### config.mk
export PLATFORM = sky130hd
export DESIGN_NAME = hc595_frame_rx_flat
export DESIGN_NICKNAME = d
export VERILOG_FILES = /design/src/rtl/seg_pkg.sv /design/src/rtl/hc595_frame_rx_if.sv /design/src/rtl/hc595_frame_rx_decode.sv /design/src/rtl/hc595_frame_rx.sv /design/src/flat_wrapper.sv
export SDC_FILE = /design/constraint.sdc
export NUM_CORES = 1
export LEC_CHECK = 0
export ABC_AREA = 0
export CAP_MARGIN = 40
export CORE_ASPECT_RATIO = 1.1
export CORE_UTILIZATION = 50
export CTS_CLUSTER_DIAMETER = 30
export DETAILED_ROUTE_END_ITERATION = 12
export HOLD_SLACK_MARGIN = 0.1
export PLACE_DENSITY = 0.75
export SYNTH_ARGS = -nofsm -noshare
export SYNTH_HDL_FRONTEND = slang
export SYNTH_SLANG_ARGS = --single-unit
### constraint.sdc
create_clock -name clk -period 9.9 [get_ports clk]
set_clock_uncertainty 0.05 [all_clocks]
set_input_delay 1.98 -clock clk [delete_from_list [all_inputs] [get_ports clk]]
set_output_delay 1.98 -clock clk [all_outputs]
set_load 0.03 [all_outputs]
### src/rtl/seg_pkg.sv
// Seven-segment display codes and the code<->pattern table shared by
// led_segment (encoder) and hc595_frame_rx (decoder).
package seg_pkg;

  localparam logic [4:0] SEG_MINUS   = 5'd12;
  localparam logic [4:0] SEG_E       = 5'd15;
  localparam logic [4:0] SEG_BLANK   = 5'd16;
  localparam logic [4:0] SEG_R       = 5'd17;
  localparam logic [4:0] SEG_UNKNOWN = 5'd31;

  localparam int SEG_NUM_CODES = 18;

  // Active-high {g,f,e,d,c,b,a}; codes outside the table show blank.
  function automatic logic [6:0] seg_encode(input logic [4:0] code);
    logic [6:0] p;
    case (code)
      5'd0:    p = 7'h3F;
      5'd1:    p = 7'h06;
      5'd2:    p = 7'h5B;
      5'd3:    p = 7'h4F;
      5'd4:    p = 7'h66;
      5'd5:    p = 7'h6D;
      5'd6:    p = 7'h7D;
      5'd7:    p = 7'h07;
      5'd8:    p = 7'h7F;
      5'd9:    p = 7'h6F;
      5'd10:   p = 7'h77;
      5'd11:   p = 7'h7C;
      5'd12:   p = 7'h40;
      5'd13:   p = 7'h39;
      5'd14:   p = 7'h5E;
      5'd15:   p = 7'h79;
      5'd17:   p = 7'h50;
      default: p = 7'h00;
    endcase
    return p;
  endfunction

  function automatic logic sel_onehot_low(input logic [7:0] sel);
    return $onehot(~sel);
  endfunction

endpackage

### src/rtl/hc595_frame_rx_if.sv
// Serial 74HC595 pins plus the decoded display shadow of the receiver.
interface hc595_frame_rx_if;

  logic        sclk_in;
  logic        rclk_in;
  logic        sdio_in;
  logic [39:0] disp_code;
  logic [7:0]  disp_dot;
  logic        frame_valid;
  logic        frame_err;

  modport master (
    output sclk_in, rclk_in, sdio_in,
    input  disp_code, disp_dot, frame_valid, frame_err
  );

  modport slave (
    input  sclk_in, rclk_in, sdio_in,
    output disp_code, disp_dot, frame_valid, frame_err
  );

endinterface

### src/rtl/hc595_frame_rx_decode.sv
// seg_pattern_decode: active-high {dp,g..a} pattern to display code
// by reverse lookup of the shared encoder table.
module seg_pattern_decode
  import seg_pkg::*;
(
  input  logic [7:0] pattern,
  output logic [4:0] code,
  output logic       dp
);

  always_comb begin
    code = SEG_UNKNOWN;
    for (int i = SEG_NUM_CODES - 1; i >= 0; i--) begin
      if (seg_encode(5'(i)) == pattern[6:0])
        code = 5'(i);
    end
    dp = pattern[7];
  end

endmodule

### src/rtl/hc595_frame_rx.sv
// 74HC595 stream receiver keeping an 8-digit shadow of the panel.
// Define HC595_RX_STRICT_EN to accept only frames of exactly 16 bits.
module hc595_frame_rx
  import seg_pkg::*;
#(
  parameter int SYNC_STAGES = 2
) (
  input logic             clk,
  input logic             rst,
  hc595_frame_rx_if.slave bus
);

  logic [SYNC_STAGES-1:0] sclk_s;
  logic [SYNC_STAGES-1:0] rclk_s;
  logic [SYNC_STAGES-1:0] sdio_s;
  logic sclk_d;
  logic rclk_d;
  logic sclk_rise;
  logic rclk_rise;
  logic sdio_q;

  logic [15:0] shreg;
  logic [4:0]  bit_cnt;
  logic [15:0] sh_nxt;
  logic [4:0]  cnt_nxt;
  logic        cnt_ok;
  logic        accept;

  logic [39:0] code_q;
  logic [7:0]  dot_q;
  logic        valid_q;
  logic        err_q;

  logic [4:0]  dec_code;
  logic        dec_dp;

  // sdio rides an identical pipeline so it lines up with its sclk edge.
  always_ff @(posedge clk) begin
    if (rst) begin
      sclk_s    <= '0;
      rclk_s    <= '0;
      sdio_s    <= '0;
      sclk_d    <= 1'b0;
      rclk_d    <= 1'b0;
      sclk_rise <= 1'b0;
      rclk_rise <= 1'b0;
      sdio_q    <= 1'b0;
    end else begin
      sclk_s    <= {sclk_s[SYNC_STAGES-2:0], bus.sclk_in};
      rclk_s    <= {rclk_s[SYNC_STAGES-2:0], bus.rclk_in};
      sdio_s    <= {sdio_s[SYNC_STAGES-2:0], bus.sdio_in};
      sclk_d    <= sclk_s[SYNC_STAGES-1];
      rclk_d    <= rclk_s[SYNC_STAGES-1];
      sclk_rise <= sclk_s[SYNC_STAGES-1] & ~sclk_d;
      rclk_rise <= rclk_s[SYNC_STAGES-1] & ~rclk_d;
      sdio_q    <= sdio_s[SYNC_STAGES-1];
    end
  end

  // Latch looks at the post-shift frame when both edges coincide.
  always_comb begin
    sh_nxt  = shreg;
    cnt_nxt = bit_cnt;
    if (sclk_rise) begin
      sh_nxt  = {shreg[14:0], sdio_q};
      cnt_nxt = (bit_cnt == 5'd31) ? bit_cnt : bit_cnt + 5'd1;
    end
  end

`ifdef HC595_RX_STRICT_EN
  assign cnt_ok = (cnt_nxt == 5'd16);
`else
  assign cnt_ok = (cnt_nxt >= 5'd16);
`endif

  assign accept = cnt_ok & sel_onehot_low(sh_nxt[7:0]);

  seg_pattern_decode u_dec (
    .pattern (~sh_nxt[15:8]),
    .code    (dec_code),
    .dp      (dec_dp)
  );

  always_ff @(posedge clk) begin
    if (rst) begin
      shreg   <= '0;
      bit_cnt <= '0;
      code_q  <= {8{SEG_BLANK}};
      dot_q   <= '0;
      valid_q <= 1'b0;
      err_q   <= 1'b0;
    end else begin
      valid_q <= 1'b0;
      err_q   <= 1'b0;
      shreg   <= sh_nxt;
      if (rclk_rise) begin
        bit_cnt <= '0;
        if (accept) begin
          for (int k = 0; k < 8; k++) begin
            if (!sh_nxt[k]) begin
              code_q[5*k +: 5] <= dec_code;
              dot_q[k]         <= dec_dp;
            end
          end
          valid_q <= 1'b1;
        end else begin
          err_q <= 1'b1;
        end
      end else begin
        bit_cnt <= cnt_nxt;
      end
    end
  end

  assign bus.disp_code   = code_q;
  assign bus.disp_dot    = dot_q;
  assign bus.frame_valid = valid_q;
  assign bus.frame_err   = err_q;

endmodule

### src/flat_wrapper.sv
// flat-port wrapper written by rule: the top's interface ports become plain ports
module hc595_frame_rx_flat import seg_pkg::*;
#(
  parameter int SYNC_STAGES = 2
)
  (clk, rst, bus_sclk_in, bus_rclk_in, bus_sdio_in, bus_disp_code, bus_disp_dot, bus_frame_valid, bus_frame_err);
  hc595_frame_rx_if bus_i ();
  input logic clk;
  input logic rst;
  input wire logic [$bits(bus_i.sclk_in)-1:0] bus_sclk_in;
  input wire logic [$bits(bus_i.rclk_in)-1:0] bus_rclk_in;
  input wire logic [$bits(bus_i.sdio_in)-1:0] bus_sdio_in;
  output wire logic [$bits(bus_i.disp_code)-1:0] bus_disp_code;
  output wire logic [$bits(bus_i.disp_dot)-1:0] bus_disp_dot;
  output wire logic [$bits(bus_i.frame_valid)-1:0] bus_frame_valid;
  output wire logic [$bits(bus_i.frame_err)-1:0] bus_frame_err;
  assign bus_i.sclk_in = bus_sclk_in;
  assign bus_i.rclk_in = bus_rclk_in;
  assign bus_i.sdio_in = bus_sdio_in;
  assign bus_disp_code = bus_i.disp_code;
  assign bus_disp_dot = bus_i.disp_dot;
  assign bus_frame_valid = bus_i.frame_valid;
  assign bus_frame_err = bus_i.frame_err;
  hc595_frame_rx #(.SYNC_STAGES(SYNC_STAGES)) u_core (.clk(clk), .rst(rst), .bus(bus_i));
endmodule
==> results.md, run 1 <==
* Power per Cell Area at 137 mW/mm^2
* RSZ-0062 raised after global routing: false
* Vias per Instance at 5.60
* Worst relative slew slack at 0.471
* Fin. max-slew vios at 0
* Ports at 55
* Post-route cell area at 0.00427 sq mm
* H-tree level count at 3
* Chip Height at 90.3 um
* Root buf cell: clkbuf_8
* Setup bufs post-CTS at 0
* Worst R2R Start: u_core.sclk_rise$_SDFF_PP0_
* Layout cells sized above 1 at 0.0899
* PortBufs at 54
* Critical path's slowest cell: and2_1
* VDD IR-drop max at just under 0.1 mV
* Critical Path Max Stage Delay at 540 ps
* Nets at between 400 and 500
* Top cell type's share of synthesized area at 0.464
* Synth area leaders: dfxtp_1, nand3_1, a21oi_1
* Avg Cell Area, Syn at about 9 sq um
* Final Hold Fails at 0
* Setup TNS at 0 ps
* Total vias in the final route at 2888
* Gr usage total at 0.227
* Crit-path cells: buf_4 -> mux2i_1 -> ha_1 -> inv_1 -> fa_1 -> inv_1 -> fa_1 -> ha_1 -> fa_1 -> nor4_1 -> and2_1 -> nand2_1 -> a21oi_1 -> o21ai_0
* Worst Setup Start Kind: register
* Final non-filler cell total at 516
* Grt total ovfl at 0
* Sink Count at 82
* Power, Total at 0.586 mW
* CP Class: register to register
* DRT antenna net count at 0
* P&R area growth vs syn at 20.7%
* Post-CTS sizing at 0
* Seq/Total Area, Yosys at 0.464
* Pre-antenna DRT Iters at 5
* Worst hold path class: register to register
* Clk slew on worst S/H paths at ~80 ps
* Worst Setup SP: u_core.sclk_rise$_SDFF_PP0_
* Hold-fix buffers, CTS at 0
* DR WL/cell at 15.3 um
* Max Fclk at 209 MHz
* Post-synth EDFFs at 0
* Die area at 0.00742 sq mm
* Leading post-synthesis cells by instance count: dfxtp_1, nand3_1, nand2_1
* Max Cap Viol at 0
* Cell Rows at 31
* Yosys warnings at 0
* Syn Std Cell Area at between 0.003 and 0.004 sq mm
* Syn nets at 409
* Static Leakage at 1.46 nW
* Final WL at 7870 um
* Clk buf depth at 2
* Post-placement cell count at around 500
* CP most frequent cell: fa_1
* CTS tree: yes
* Top-count cell post-synth: dfxtp_1
* Die width at 82.2 um
* Worst Path Required at 10070 ps
* Synth area leader: dfxtp_1
* Count of cell types in the netlist at 61
* Maximum number of pins on one net before global-route repair at 52
* First-pass GRT wire length at 12800 um
* Post-detail-place hpwl at 5190 um
* Final core occ at 0.637
* Worst-margin pin slew at around 770 ps
* Outcome: finished clean
* Asr flop ratio synth at 0
* Min cycle time layout at 4790 ps
* Hold Crit Start: u_core.sclk_d$_SDFF_PP0_
* Num CTS Buffers at 9
* Setup-failing EPs final at 0
* Fillers at roughly 580
* Core ar. at 0.00671 sq mm
* Starting DRC count in detailed routing at approximately 120
* Tcrit/Tclk final at 0.483
* N_diodes at 0
* Main flop type after synthesis: dfxtp_1
* Post-Syn Instances at 393
* CP max FO at 41
* CP Capture Type: register
* Critical Path AT at 4960 ps
* Starting density of the core at 0.528
* Worst-Skew Late Latency at 350 ps
* Vias in the first global route at 2644
* #FFs+latches synth at between 80 and 90
* Initial antenna violation count at 0
* GPL Wtd Cong at 0.878
* Placed Instance Area at 0.00407 sq mm
* DRC violations left at 0
## critical path, delay by kind of cell (launching register included)
family | cells | cell delay [ps]
simple gates | 3 | 1340
mux | 1 | 450
flops | 1 | 310
buf+inv | 3 | 540
compound gates | 2 | 310
fa+ha+maj | 5 | 1670
## where the power goes
part | internal (mW) | switching (mW) | total (mW)
registers | 0.331 | 0.000696 | 0.332
logic | 0.00527 | 0.00939 | 0.0147
clock network | 0.118 | 0.121 | 0.240
total | 0.455 | 0.131 | 0.586
## state kept, by name (all words and copies together), names as in the netlist, named ones only
| signal | count |
|---|---|
| u_core.sclk_s | 2 |
| u_core.sdio_q | 1 |
| u_core.bus.frame_valid | 1 |
| u_core.bit_cnt | 3 |
| u_core.rclk_rise | 1 |
| u_core.rclk_d | 1 |
| u_core.rclk_s | 2 |
| u_core.sclk_rise | 1 |
| u_core.sdio_s | 2 |
| u_core.sclk_d | 1 |
| u_core.shreg | 16 |
| u_core.bus.disp_code | 40 |
| u_core.bus.disp_dot | 8 |
| u_core.bus.frame_err | 1 |
## per-layer routing
metal | track usage | wire length [um]
met5 | 0 | 0
met3 | 0.0495 | 334
met1 | 0.299 | 3690
met4 | 0.101 | 149
met2 | 0.351 | 3700
## cells in the final DEF, fill, tap and decap left out, types with 8 or more instances in the layout
| cell | Yosys | layout |
|---|---|---|
| nand3_1 | 44 | 44 |
| o21ai_0 | 13 | 13 |
| clkbuf_8 | 0 | 9 |
| a21oi_1 | 26 | 26 |
| dfxtp_1 | 82 | 82 |
| nand2_1 | 27 | 27 |
| nor2b_1 | 12 | 12 |
| nor2_1 | 25 | 25 |
| mux2i_1 | 12 | 12 |
| clkdlybuf4s50_1 | 0 | 53 |
| o21ai_1 | 19 | 19 |
| o21ai_2 | 8 | 8 |
## area by class of cell
| type | instances | area (sq um) | area share |
|---|---|---|---|
| flip-flops and latches | 82 | 1640 | 0.384 |
| inverters | 7 | 26.3 | 0.00615 |
| repair buffers | 58 | 586 | 0.137 |
| multi-input cells | 271 | 1720 | 0.403 |
| well taps | 82 | 103 | 0.0240 |
| clock inverters | 5 | 62.6 | 0.0146 |
| clock buffers | 11 | 131 | 0.0307 |
## cells by family after synthesis
logic type               count (synthesis)  share of synthesized area
AO/OA/AOI/OAI                           88                      0.157
buffers and inverters                   40                     0.0495
adder cells (fa/ha/maj)                 11                     0.0473
flip-flops                              82                      0.464
XOR/XNOR                                 2                    0.00495
multiplexers                            13                     0.0371
AND/OR/NAND/NOR                        157                      0.241
## path summary, 6_finish.rpt
path	end	slack, ps	cells past startpoint
worst max-delay path	u_core.bus.disp_code[39]$_SDFFE_PP1P_	5110	14
worst min-delay path	u_core.sclk_rise$_SDFF_PP0_	330	1
worst max register to register	u_core.bus.disp_code[39]$_SDFFE_PP1P_	5110	14
worst min register to register	u_core.sclk_rise$_SDFF_PP0_	330	1
## per-stage QoR
| stage | hold slack [ps] | setup WS, ps |
|---|---|---|
| after floorplan | 317 | 5200 |
| after global placement | 322 | 5250 |
| after detailed placement | 330 | 5100 |
| after CTS | 334 | 5100 |
| after global routing | 347 | 4720 |
| final | 334 | 5110 |
No activity file was read; power rests on OpenSTA's default activity.
==> inputs of run 2 (changes only) <==
- clock period: 9.9 -> 4.9 ns (I/O delays scaled with it)
==> run 2 against run 1 <==
Routed wire length up 1.4%. Power up 100%. Highest routed layer unchanged. Critical path depth down 1. Clock power up 100%. Non-clock buffer count up 2. Combinational power up 99%. Core utilization up 0.17 points. Maximum frequency up 11%. Global-route usage up 0.84 points.
==> results.md, run 2 (synthesized netlist as in run 1, its figures left out) <==
* Max FFs per register at 40
* Static Leakage at roughly 1.5 nW
* Num CTS Buffers at 9
* Clk buf depth at 2
* Vias in the first global route at about 2700
* Vias per Instance at 5.68
* Critical Path AT at 4490 ps
* Clk slew on worst S/H paths at 80 ps
* Grt total ovfl at 0
* Initial antenna violation count at 0
* Total vias in the final route at 2931
* Int Power at a little over 0.9 mW
* Min setup slack post-route at 586 ps
* Worst relative slew slack at 0.388
* DR WL/cell at 15.5 um
* DRT antenna net count at 0
* CP most frequent cell: fa_1
* Max Fclk at 232 MHz
* Gate power share at 0.025
* Crit-path cells: mux2i_1 -> ha_1 -> inv_1 -> fa_1 -> inv_1 -> fa_1 -> ha_1 -> fa_1 -> nor4_1 -> and2_2 -> nand2_1 -> a21oi_1 -> o21ai_0
* Pre-antenna DRT Iters at 4
* Starting DRC count in detailed routing at 137
* Hold Crit Start: u_core.rclk_d$_SDFF_PP0_
* Setup TNS at 0 ps
* CP max FO at 16
* Pre-CTS setup slack at around 420 ps
* Power per Cell Area at 276 mW/mm^2
* GPL Wtd Cong at 0.904
* VDD IR-drop max at ~0.19 mV
* Net switching fraction of the power at 0.217
* Multi-input gate area at 0.00173 sq mm
* Worst-margin pin slew at 912 ps
* Critical Path Max Stage Delay at ~540 ps
* Setup-failing EPs final at 0
* Ports at 55
* Setup bufs post-CTS at 0
* Worst Setup SP: u_core.sclk_rise$_SDFF_PP0_
* Starting density of the core at 0.528
* RSZ-0062 raised after global routing: false
* Sink Count at 82
* Commonest non-fill, non-tap cell in the layout: dfxtp_1
* Die width at ~80 um
* CP Class: register to register
* Min cycle time layout at 4310 ps
* Chip Height at between 90 and 100 um
* Final Hold Fails at 0
* Most frequent cells in the layout: dfxtp_1, clkdlybuf4s50_1, nand3_1
* Sequential Power Share at 0.568
* H-tree level count at 3
* N_diodes at 0
* PortBufs at 54
* Clock share of power at 0.407
* P&R area growth vs syn at 21.0%
* Nets at 447
* First-pass GRT wire length at 13300 um
* Register area at 0.00164 sq mm
* CTS tree: yes
* Critical path's slowest cell: dfxtp_1
* Hold-fix buffers, CTS at 0
* Worst R2R Start: u_core.sclk_rise$_SDFF_PP0_
* DRC violations left at 0
* Max Cap Viol at 0
* Root buf cell: clkbuf_8
* Gr usage total at 0.236
* Sw Pwr at roughly 0.26 mW
* Worst hold path class: register to register
* Final WL at roughly 8000 um
* Fillers at 582
* Cell Rows at 31
* Tcrit/Tclk final at 0.880
* Worst Path Required at 5070 ps
* Worst Setup Start Kind: register
* Post-detail-place hpwl at 5440 um
* Layout cells sized above 1 at 0.0968
* Core ar. at between 0.006 and 0.007 sq mm
* CP Capture Type: register
* Worst-Skew Late Latency at 350 ps
* Maximum number of pins on one net before global-route repair at 36
* Fin. max-slew vios at 0
* Die area at 0.00742 sq mm
* Outcome: finished clean
## run 2: worst paths after layout
path                                                         endpoint  cells after the start  slack [ps]
worst max-delay path            u_core.bus.disp_code[24]$_SDFFE_PP1P_                     13         590
worst max register to register  u_core.bus.disp_code[24]$_SDFFE_PP1P_                     13         590
worst min-delay path                      u_core.rclk_rise$_SDFF_PP0_                      1         340
worst min register to register            u_core.rclk_rise$_SDFF_PP0_                      1         340
## run 2: critical path, delay by kind of cell, from the launching register on
kind / cells / cell delay [ps]
fa+ha+maj: 5 / 1650
simple gates: 3 / 1090
flops: 1 / 540
mux: 1 / 390
compound gates: 2 / 330
buf+inv: 2 / 140
## run 2: layer usage
layer / GRT usage / part of all wire / up-vias / routed length, um
met3: 0.0545 / 0.045 / 18 / 361
met2: 0.355 / 0.46 / 72 / 3690
met1: 0.310 / 0.46 / 1370 / 3690
met5: 0 / 0 / - / 0
met4: 0.117 / 0.030 / 0 / 242
li1: - / - / 1471 / -
## run 2: power groups by stage
stage / Combinational, mW / Sequential, mW / Clock, mW
global route: 0.0320 / 0.672 / 0.518
floorplan: 0.0200 / 0.687 / 0
finish: 0.0293 / 0.672 / 0.481
CTS: 0.0294 / 0.672 / 0.488
global placement: 0.0265 / 0.687 / 0
detailed placement: 0.0294 / 0.687 / 0
## run 2: cell type report
| class | count | area share |
|---|---|---|
| clock inverters | 4 | 0.0120 |
| repair buffers | 60 | 0.140 |
| well taps | 82 | 0.0239 |
| flip-flops and latches | 82 | 0.383 |
| multi-input cells | 271 | 0.403 |
| clock buffers | 10 | 0.0321 |
| inverters | 7 | 0.00613 |
## run 2: through the flow
stage	std cells	area [sq um]	utilization	total power, mW	hold slack (ps)
2_1_floorplan	393	3540	-	0.707	317
3_3_place_gp	501	4070	0.606	0.714	323
3_5_place_dp	502	4100	0.610	0.717	338
4_1_cts	516	4280	0.638	1.19	350
5_1_grt	516	4290	0.639	1.22	390
6_report	516	4290	0.639	1.18	343
## run 2: timing repair
item | 4_1_cts | 5_1_grt
gates resized for setup | 0 | 1
endpoints found under the hold margin | 0 | 0
endpoints found under the setup margin | 0 | 6
==> inputs of run 3 (changes only) <==
- CTS_BUF_LIST: unset -> sky130_fd_sc_hd__clkbuf_8
- SLEW_MARGIN: unset -> 20
==> run 3 against run 2 <==
First-iteration DRC count is 7.3% higher. Sequential power about the same. Register-to-register slack barely moved. Global-route usage is the same. Non-clock buffer count grew 1. Largest cell class unchanged. Final area grew 0.18%. Combinational power about the same. Core utilization rose by 0.11 points. Sequential share of layout area decreased by 0.067 points. Worst setup slack got worse by 6.4 ps.
==> results.md, run 3 (synthesized netlist as in run 1, its figures left out) <==
* Outcome: finished clean
* Setup bufs post-CTS at 0
* Fin. max-slew vios at 0
* DRC violations left at 0
* Reg-to-reg endpoint: u_core.bus.disp_code[24]$_SDFFE_PP1P_
* CTS tree: yes
* Worst relative slew slack at 0.388
* CP Class: register to register
* Static Leakage at 1.48 nW
* DR WL/cell at 15.4 um
* Final Hold Fails at 0
* Pre-antenna DRT Iters at 4
* Worst Setup SP: u_core.sclk_rise$_SDFF_PP0_
* Cell Rows at 31
* Pre-CTS setup slack at 420 ps
* Initial antenna violation count at 0
* Sequential Power Share at 0.568
* Final core occ at 0.640
* Final WL at 7970 um
* Clk buf depth at 2
* P&R area growth vs syn at 21.2%
* Worst hold path class: register to register
* Sink Count at 82
* Sw Pwr at between 0.2 and 0.3 mW
* Clock share of power at 0.407
* Vias per Instance at 5.67
* Crit path to: u_core.bus.disp_code[24]$_SDFFE_PP1P_
* Worst-margin pin slew at 912 ps
* Worst-Skew Late Latency at 350 ps
* Setup TNS at 0 ps
* Most frequent cells in the layout: dfxtp_1, clkdlybuf4s50_1, nand3_1
* Num CTS Buffers at 9
* Int Power at 0.925 mW
* Die area at around 0.0074 sq mm
* Fillers at 583
* Reg2Reg Setup Slack at around 580 ps
* CP max FO at 16
* Nets at around 450
* Max Fclk at 231 MHz
* Hold-fix buffers, CTS at 0
* Max FFs per register at 40
* Root buf cell: clkbuf_8
* Gate power share at 0.025
* Core ar. at 0.00671 sq mm
* CP Capture Type: register
* Maximum number of pins on one net before global-route repair at 36
* Total vias in the final route at 2929
* Power per Cell Area at about 280 mW/mm^2
* Starting density of the core at 0.528
* Min cycle time layout at 4320 ps
* Die width at 82.2 um
* H-tree level count at 3
* Setup-failing EPs final at 0
* First-pass GRT wire length at 13300 um
* Post-detail-place hpwl at 5440 um
* RSZ-0062 raised after global routing: false
* Worst Path Required at 5080 ps
* Ports at 55
* Tcrit/Tclk final at 0.882
* Vias in the first global route at between 2000 and 3000
* GPL Wtd Cong at 0.904
* Layout cells sized above 1 at 0.0989
* Chip Height at 90.3 um
* DRT antenna net count at 0
* R2R depth at 13
* Commonest non-fill, non-tap cell in the layout: dfxtp_1
* Net switching fraction of the power at 0.217
* Min setup slack post-route at 579 ps
* Grt total ovfl at 0
* Worst R2R Start: u_core.sclk_rise$_SDFF_PP0_
* Clk slew on worst S/H paths at about 80 ps
* Gr usage total at 0.236
* Critical Path AT at approximately 4500 ps
* Max Cap Viol at 0
* PortBufs at 54
* VDD IR-drop max at roughly 0.19 mV
* N_diodes at 0
* Starting DRC count in detailed routing at around 150
* Worst Setup Start Kind: register
==> run 3: layout make-up <==
| class | count | area [sq um] | share of cell area |
|---|---|---|---|
| Clock buffer | 10 | 138 | 0.0321 |
| Clock inverter | 4 | 51.3 | 0.0119 |
| Inverter | 7 | 26.3 | 0.00612 |
| Multi-Input combinational cell | 271 | 1730 | 0.402 |
| Sequential cell | 82 | 1640 | 0.382 |
| Tap cell | 82 | 103 | 0.0239 |
| Timing Repair Buffer | 61 | 608 | 0.142 |
==> run 3: worst min-delay path by stage <==
stage | end | cells after the start | slack (ps) | from
after global placement | u_core.rclk_rise$_SDFF_PP0_ | 1 | 320 | u_core.rclk_d$_SDFF_PP0_
after CTS | u_core.rclk_rise$_SDFF_PP0_ | 1 | 350 | u_core.rclk_d$_SDFF_PP0_
after global routing | u_core.rclk_rise$_SDFF_PP0_ | 1 | 390 | u_core.rclk_d$_SDFF_PP0_
after floorplan | u_core.rclk_rise$_SDFF_PP0_ | 1 | 320 | u_core.rclk_d$_SDFF_PP0_
final | u_core.rclk_rise$_SDFF_PP0_ | 1 | 340 | u_core.rclk_d$_SDFF_PP0_
after detailed placement | u_core.rclk_rise$_SDFF_PP0_ | 1 | 340 | u_core.rclk_d$_SDFF_PP0_
==> run 3: stage by stage <==
| step | hold WS (ps) | instance area [sq um] | std cells | power [mW] |
|---|---|---|---|---|
| after CTS | 350 | 4280 | 516 | 1.19 |
| after detailed placement | 338 | 4100 | 502 | 0.717 |
| after global placement | 323 | 4070 | 501 | 0.714 |
| after global routing | 390 | 4290 | 517 | 1.22 |
| final | 342 | 4290 | 517 | 1.18 |
| after floorplan | 317 | 3540 | 393 | 0.707 |
==> run 3: power groups by stage <==
stage	sequential, mW	combinational (mW)	clock [mW]
floorplan	0.687	0.0200	0
detailed placement	0.687	0.0294	0
global placement	0.687	0.0265	0
global route	0.672	0.0320	0.518
finish	0.672	0.0293	0.481
CTS	0.672	0.0294	0.488
==> run 3: what timing repair did <==
| action | 4_1_cts | 5_1_grt |
|---|---|---|
| hold endpoints to repair | 0 | 0 |
| resized for setup | 0 | 1 |
| setup endpoints to repair | 0 | 6 |
==> run 3: worst max-delay path: stages (launching register included) <==
cell and delay, ps:
dfxtp_1 540, mux2i_1 390, ha_1 190, inv_1 50, fa_1 420, inv_1 90
fa_1 390, ha_1 220, fa_1 430, nor4_1 420, and2_2 390, nand2_1 280
a21oi_1 230, o21ai_0 100
==> run 3: metal layers <==
metal  global-route usage  wire, um
met1                0.310      3670
met2                0.355      3700
met3               0.0545       343
met4                0.117       266
met5                    0         0
